### src/rtl/if_fetch_if.sv
// if_fetch_if: ROM fetch bus, execute redirect and decode handshake for the
// instruction-fetch stage. The master modport is the fetch unit; the slave
// modport is the environment (ROM, execute and decode stages).
interface if_fetch_if;
  logic        rom_ce_o;
  logic [31:0] rom_addr_o;
  logic [31:0] rom_data_i;
  logic        branch_flag_i;
  logic [31:0] branch_target_i;
  logic        id_valid_o;
  logic        id_ready_i;
  logic [31:0] id_pc_o;
  logic [31:0] id_inst_o;

  modport master (
    output rom_ce_o, rom_addr_o, id_valid_o, id_pc_o, id_inst_o,
    input  rom_data_i, branch_flag_i, branch_target_i, id_ready_i
  );

  modport slave (
    input  rom_ce_o, rom_addr_o, id_valid_o, id_pc_o, id_inst_o,
    output rom_data_i, branch_flag_i, branch_target_i, id_ready_i
  );
endinterface

### src/rtl/if_fetch.sv
// if_fetch: single-cycle instruction fetch into a DEPTH-entry queue feeding
// decode. A redirect flushes the queue and reloads the PC.
// Optional feature: define IF_FETCH_CNT_EN to add fetch_cnt_o, a 32-bit count
// of instructions pushed since reset.
module if_fetch #(
  parameter logic [31:0] RESET_PC = 32'h0000_0000,
  parameter int          DEPTH    = 4
) (
  input  logic          clk,
  input  logic          rst,
  if_fetch_if.master    bus
`ifdef IF_FETCH_CNT_EN
  ,
  output logic [31:0]   fetch_cnt_o
`endif
);

  localparam int          PW       = $clog2(DEPTH);
  localparam logic [PW:0] FULL_CNT = (PW+1)'(DEPTH);
  localparam logic [PW:0] CNT_ONE  = (PW+1)'(1);
  localparam logic [PW-1:0] PTR_ONE = PW'(1);
  localparam logic [31:0] NOP_INST = 32'h0000_0013;

  logic [31:0]   pc_q, pc_d;
  logic [PW-1:0] rd_ptr_q, rd_ptr_d;
  logic [PW-1:0] wr_ptr_q, wr_ptr_d;
  logic [PW:0]   count_q, count_d;
  logic [31:0]   pc_mem_q   [DEPTH];
  logic [31:0]   inst_mem_q [DEPTH];

  logic full, push, pop;

  // Output decode: ROM request, queue head presentation and push/pop strobes.
  always_comb begin
    full           = (count_q == FULL_CNT);
    bus.rom_addr_o = pc_q;
    bus.rom_ce_o   = !rst && !full && !bus.branch_flag_i;
    bus.id_valid_o = (count_q != '0);
    bus.id_pc_o    = 32'h0;
    bus.id_inst_o  = NOP_INST;
    if (bus.id_valid_o) begin
      bus.id_pc_o   = pc_mem_q[rd_ptr_q];
      bus.id_inst_o = inst_mem_q[rd_ptr_q];
    end
    push = bus.rom_ce_o;
    pop  = bus.id_valid_o && bus.id_ready_i && !bus.branch_flag_i;
  end

  // Next-state: redirect wins over push/pop; otherwise advance PC and pointers.
  always_comb begin
    // NOTE: every variable gets its hold value first so no path leaves it
    // unassigned; an unassigned path in always_comb would infer a latch.
    pc_d     = pc_q;
    rd_ptr_d = rd_ptr_q;
    wr_ptr_d = wr_ptr_q;
    count_d  = count_q;
    if (bus.branch_flag_i) begin
      pc_d     = bus.branch_target_i & ~32'h3;
      rd_ptr_d = '0;
      wr_ptr_d = '0;
      count_d  = '0;
    end else begin
      if (push) begin
        pc_d     = pc_q + 32'd4;
        wr_ptr_d = wr_ptr_q + PTR_ONE;
      end
      if (pop) begin
        rd_ptr_d = rd_ptr_q + PTR_ONE;
      end
      unique case ({push, pop})
        2'b10:   count_d = count_q + CNT_ONE;
        2'b01:   count_d = count_q - CNT_ONE;
        default: count_d = count_q;
      endcase
    end
  end

  // Control state: PC, pointers and occupancy, cleared asynchronously.
  always_ff @(posedge clk or posedge rst) begin
    if (rst) begin
      pc_q     <= RESET_PC;
      rd_ptr_q <= '0;
      wr_ptr_q <= '0;
      count_q  <= '0;
    end else begin
      pc_q     <= pc_d;
      rd_ptr_q <= rd_ptr_d;
      wr_ptr_q <= wr_ptr_d;
      count_q  <= count_d;
    end
  end

  // Queue storage: write the fetched PC/instruction pair at the tail.
  // NOTE: the storage array has no reset; count_q gates every read, so stale
  // contents are never observable and the array can map to plain RAM.
  always_ff @(posedge clk) begin
    if (push) begin
      pc_mem_q[wr_ptr_q]   <= pc_q;
      inst_mem_q[wr_ptr_q] <= bus.rom_data_i;
    end
  end

`ifdef IF_FETCH_CNT_EN
  logic [31:0] fetch_cnt_q, fetch_cnt_d;

  // Push counter: redirects do not clear it, wraps naturally at 2^32.
  always_comb begin
    fetch_cnt_d = fetch_cnt_q;
    if (push) fetch_cnt_d = fetch_cnt_q + 32'd1;
  end

  // Push counter register.
  always_ff @(posedge clk or posedge rst) begin
    if (rst) fetch_cnt_q <= 32'h0;
    else     fetch_cnt_q <= fetch_cnt_d;
  end

  assign fetch_cnt_o = fetch_cnt_q;
`endif

endmodule

### src/flat_wrapper.sv
// flat-port wrapper written by rule: the top's interface ports become plain ports
module if_fetch_flat 
#(
  parameter logic [31:0] RESET_PC = 32'h0000_0000,
  parameter int          DEPTH    = 4
)
  (clk, rst, bus_rom_ce_o, bus_rom_addr_o, bus_id_valid_o, bus_id_pc_o, bus_id_inst_o, bus_rom_data_i, bus_branch_flag_i, bus_branch_target_i, bus_id_ready_i);
  if_fetch_if bus_i ();
  input  logic clk;
  input  logic rst;
  output wire logic [$bits(bus_i.rom_ce_o)-1:0] bus_rom_ce_o;
  output wire logic [$bits(bus_i.rom_addr_o)-1:0] bus_rom_addr_o;
  output wire logic [$bits(bus_i.id_valid_o)-1:0] bus_id_valid_o;
  output wire logic [$bits(bus_i.id_pc_o)-1:0] bus_id_pc_o;
  output wire logic [$bits(bus_i.id_inst_o)-1:0] bus_id_inst_o;
  input wire logic [$bits(bus_i.rom_data_i)-1:0] bus_rom_data_i;
  input wire logic [$bits(bus_i.branch_flag_i)-1:0] bus_branch_flag_i;
  input wire logic [$bits(bus_i.branch_target_i)-1:0] bus_branch_target_i;
  input wire logic [$bits(bus_i.id_ready_i)-1:0] bus_id_ready_i;
  assign bus_rom_ce_o = bus_i.rom_ce_o;
  assign bus_rom_addr_o = bus_i.rom_addr_o;
  assign bus_id_valid_o = bus_i.id_valid_o;
  assign bus_id_pc_o = bus_i.id_pc_o;
  assign bus_id_inst_o = bus_i.id_inst_o;
  assign bus_i.rom_data_i = bus_rom_data_i;
  assign bus_i.branch_flag_i = bus_branch_flag_i;
  assign bus_i.branch_target_i = bus_branch_target_i;
  assign bus_i.id_ready_i = bus_id_ready_i;
  if_fetch #(.RESET_PC(RESET_PC), .DEPTH(DEPTH)) u_core (.clk(clk), .rst(rst), .bus(bus_i));
endmodule
### config.mk
export PLATFORM = sky130hd
export DESIGN_NAME = if_fetch_flat
export DESIGN_NICKNAME = d
export VERILOG_FILES = /design/src/rtl/if_fetch_if.sv /design/src/rtl/if_fetch.sv /design/src/flat_wrapper.sv
export SDC_FILE = /design/constraint.sdc
export NUM_CORES = 1
export LEC_CHECK = 0
export BUFFER_PORTS_ARGS = -buffer_cell sky130_fd_sc_hd__buf_2
export CORE_ASPECT_RATIO = 1.1
export CORE_UTILIZATION = 48
export CTS_BUF_LIST = sky130_fd_sc_hd__clkbuf_8
export DETAILED_ROUTE_END_ITERATION = 12
export GPL_TIMING_DRIVEN = 0
export PLACE_DENSITY = 0.78
export SYNTH_ARGS = -nofsm -noshare
export SYNTH_HDL_FRONTEND = slang
export SYNTH_SLANG_ARGS = --single-unit
### constraint.sdc
create_clock -name clk -period 8.9 [get_ports clk]
set_input_delay 0.445 -clock clk [delete_from_list [all_inputs] [get_ports clk]]
set_output_delay 0.445 -clock clk [all_outputs]
set_load 0.03 [all_outputs]
==> impl_metrics.ini <==
[drt]
post_drt_via_cell_ratio = 5.55
drt_pre_antenna_iters = 5
routed_wirelength_mm = 24.8
wire_per_inst_um = 20.5
postRouteAntennaNets = 0
post-route-drc-count = 0
detailed_router_s_first_iteration_violation_count = 484
route.vias.total = 6697

[timing]
worst_pin_slew_ps = 846
max_freq_mhz = 297
timing.max_slew.rel_slack_pct = 43.1
final.period_utilization_pct = 37.8
finalHoldWorstSlack_ps = 122
finalWorstPathRequiredPeriod_ps = 3360
grt_setup_unrepaired = no
totalNegativeSetupSlack_ps = 0
hold_violations = 0
report.final.setup_viol = 0
clock_skews_ps = 26.3
finalMaxSlewViolations = 0

[pwr]
power_per_standard_cell_area_nw_per_um2 = 245
p_leak_nw = 4.95
fin_total_pwr_mw = 3.40
power.ir.vdd_worst_mv = 0.106

[global_route]
grt_pass1_wl_mm = 37.4
grt_pass1_vias = 6636
grt_antenna_before_repair = 0
grt_start_max_net_pins = 50
grt_usage_pct = 20.4
global_route.overflow_total = 0

[placement]
place.port_buffers = 158
gp_routability_congestion = 0.827
dpl.cell_count = 1125
detailedPlacementHpwl_mm = 16.0

[critical_path]
timing_worst_setup_path_type = reg2out
timing.reg2reg.worst_path_depth = 6
crit_fanout = 10
critPathBufInv = 3
crit_arrival_ps = 2920
cp-end-kind = primary output
cp_cell_sequence = nor3_1 -> inv_1 -> clkbuf_1 -> and2_1 -> buf_2
cp-start-kind = flop
critPathRequiredTime_ps = 8460
slowest_delay_ps = 730
critical-path-top-delay-family = simple AND/OR/NAND/NOR gates
cp.depth = 5
cp_slowest_cell = sky130_fd_sc_hd__nor3_1

[final_layout]
synthToLayoutAreaGrowth_pct = 19.2
stdcell_count = 1206
diodes = 0
final_layout_size_suffix_gt1_share_pct = 34.7
most_common_cell_after_layout_fill_and_taps_aside = sky130_fd_sc_hd__edfxtp_1
design.final.nets = 941
most-common-layout-cells = sky130_fd_sc_hd__edfxtp_1 (248), sky130_fd_sc_hd__buf_2 (167), sky130_fd_sc_hd__and2_1 (63), sky130_fd_sc_hd__mux4_2 (62), sky130_fd_sc_hd__clkbuf_8 (51)

[clocking]
clock_tree.htree_level_count = 2
cts_tree = built
clkTransAtPathRegs_ps = 70
postCtsHoldBufs = 0
clock_tree.root_cell = sky130_fd_sc_hd__clkbuf_8
clock_tree.buffer_depth = 3
cts-resized-gates = 0
clk-insertion-delay-late_ps = 540
cts_post_setup_buffers_inserted = 0
cts_num_sinks = 285
cts_buffers = 45

[synthesis]
netlist_area_um2 = 11600
synth.largest_area_cell = sky130_fd_sc_hd__edfxtp_1
seq_area_frac_synth_pct = 71.9
asyncSetResetFlopFracSynth_pct = 13.0
postSynthRegisterBits = 285
synth_area_per_inst_um2 = 17.8
ys_top_cells_by_area = sky130_fd_sc_hd__edfxtp_1 (64%), sky130_fd_sc_hd__mux4_2 (12%), sky130_fd_sc_hd__dfrtp_1 (8.0%), sky130_fd_sc_hd__and2_1 (3.6%), sky130_fd_sc_hd__or4_1 (1.2%)
number_of_flops_mapped_to_enable_cells_by_yosys = 248
postSynth.topFlopCell = sky130_fd_sc_hd__edfxtp_1
synth-warning-count = 0
yosysUniqueCellTypes = 47
synthCells = 655
synthDominantCellAreaShare_pct = 64.0

[floorplan]
start_util_pct = 49.1
chipWidth_um = 150
boundaryPins = 166
die_h_um = 165
fp-row-count = 59
fp.coreArea_um2 = 23700
die_area_um2 = 24900

[status]
status = completed

[hold_path]
hp-class = in2reg
hold-path-cell-count = 3

[run]
cap_viol_max_count = 0
==> power by group <==
group / internal, mW / switching [mW] / leakage, nW
clock: 0.640 / 0.477 / 0.523
sequential: 1.53 / 0.0519 / 2.69
combinational: 0.258 / 0.445 / 1.74
total: 2.43 / 0.974 / 4.95
==> cells in the mapped netlist (5+ instances only) <==
cell	instances
sky130_fd_sc_hd__a31oi_1	16
sky130_fd_sc_hd__and2_1	67
sky130_fd_sc_hd__buf_2	9
sky130_fd_sc_hd__clkbuf_1	22
sky130_fd_sc_hd__dfrtp_1	37
sky130_fd_sc_hd__edfxtp_1	248
sky130_fd_sc_hd__ha_1	5
sky130_fd_sc_hd__inv_1	6
sky130_fd_sc_hd__mux4_2	62
sky130_fd_sc_hd__nand2_1	25
sky130_fd_sc_hd__nand3_1	11
sky130_fd_sc_hd__nand4_1	9
sky130_fd_sc_hd__nor2_1	22
sky130_fd_sc_hd__nor3_1	5
sky130_fd_sc_hd__o21ai_0	18
sky130_fd_sc_hd__o31ai_1	13
sky130_fd_sc_hd__or4_1	18
sky130_fd_sc_hd__xnor2_1	7
sky130_fd_sc_hd__xor2_1	6
==> path summary, 6_finish.rpt <==
path                                   startpoint                         to  slack, ps
setup / recovery                u_core.count_q[0]             bus_id_pc_o[5]       5540
hold / removal             bus_branch_target_i[5]   u_core.bus.rom_addr_o[5]        120
setup reg to reg                u_core.count_q[2]    u_core.inst_mem_q[1][5]       6310
hold reg to reg                u_core.wr_ptr_q[1]         u_core.wr_ptr_q[1]        610
max in group asynchronous                     rst          u_core.count_q[2]       8190
min in group asynchronous                     rst  u_core.bus.rom_addr_o[13]        160
==> final cells by class <==
| class | instances | area (µm²) |
|---|---|---|
| sequential | 285 | 8370 |
| inverter | 7 | 26.3 |
| tap | 305 | 382 |
| multi-input combinational | 328 | 3080 |
| buffer | 38 | 184 |
| clock buffer | 51 | 702 |
| timing repair buffer | 162 | 901 |
| fill | 1791 | 9830 |
| clock inverter | 30 | 228 |
==> registers in the layout, summed over array words and instances, names as in the netlist <==
| name | flops |
|---|---|
| u_core.inst_mem_q | 128 |
| u_core.pc_mem_q | 120 |
| u_core.bus.rom_addr_o | 30 |
| u_core.count_q | 3 |
| u_core.rd_ptr_q | 2 |
| u_core.wr_ptr_q | 2 |
==> layer usage <==
layer  share of wire [%]  routed length [µm]  GRT usage [%]  vias up
met5                   0                   0              0        -
met4                 1.6                 392           6.06        0
met3                 6.7                1670           4.01       30
met2                  49               12200           33.6      264
met1                  42               10500           27.6     3378
li1                    -                   -              -     3025
==> through the flow <==
step | instance area, µm² | utilization (%) | worst slack (ps)
2_1_floorplan | 11600 | - | 5270
3_3_place_gp | 12800 | 54.1 | 4460
3_5_place_dp | 12900 | 54.6 | 6050
4_1_cts | 13900 | 58.5 | 5460
5_1_grt | 13900 | 58.5 | 5360
6_report | 13900 | 58.5 | 5540
==> worst reg2reg max path, delay by kind of cell, from the launching register on <==
family,cells,cell delay (ps)
buffers and inverters,3,710
DFF,1,350
and+or+nand+nor,3,1160
==> kinds of logic after synthesis <==
family / after synthesis / share of synthesized area [%]
other: 1 / 0.0322
AOI/OAI and AO/OA: 58 / 3.10
xor gates and xnor gates: 13 / 0.978
DFF: 285 / 71.9
muxes: 64 / 12.2
and+or+nand+nor: 183 / 9.26
adders and majority gates: 6 / 0.710
buffers and inverters: 45 / 1.81
(Power assumes the default switching activity.)
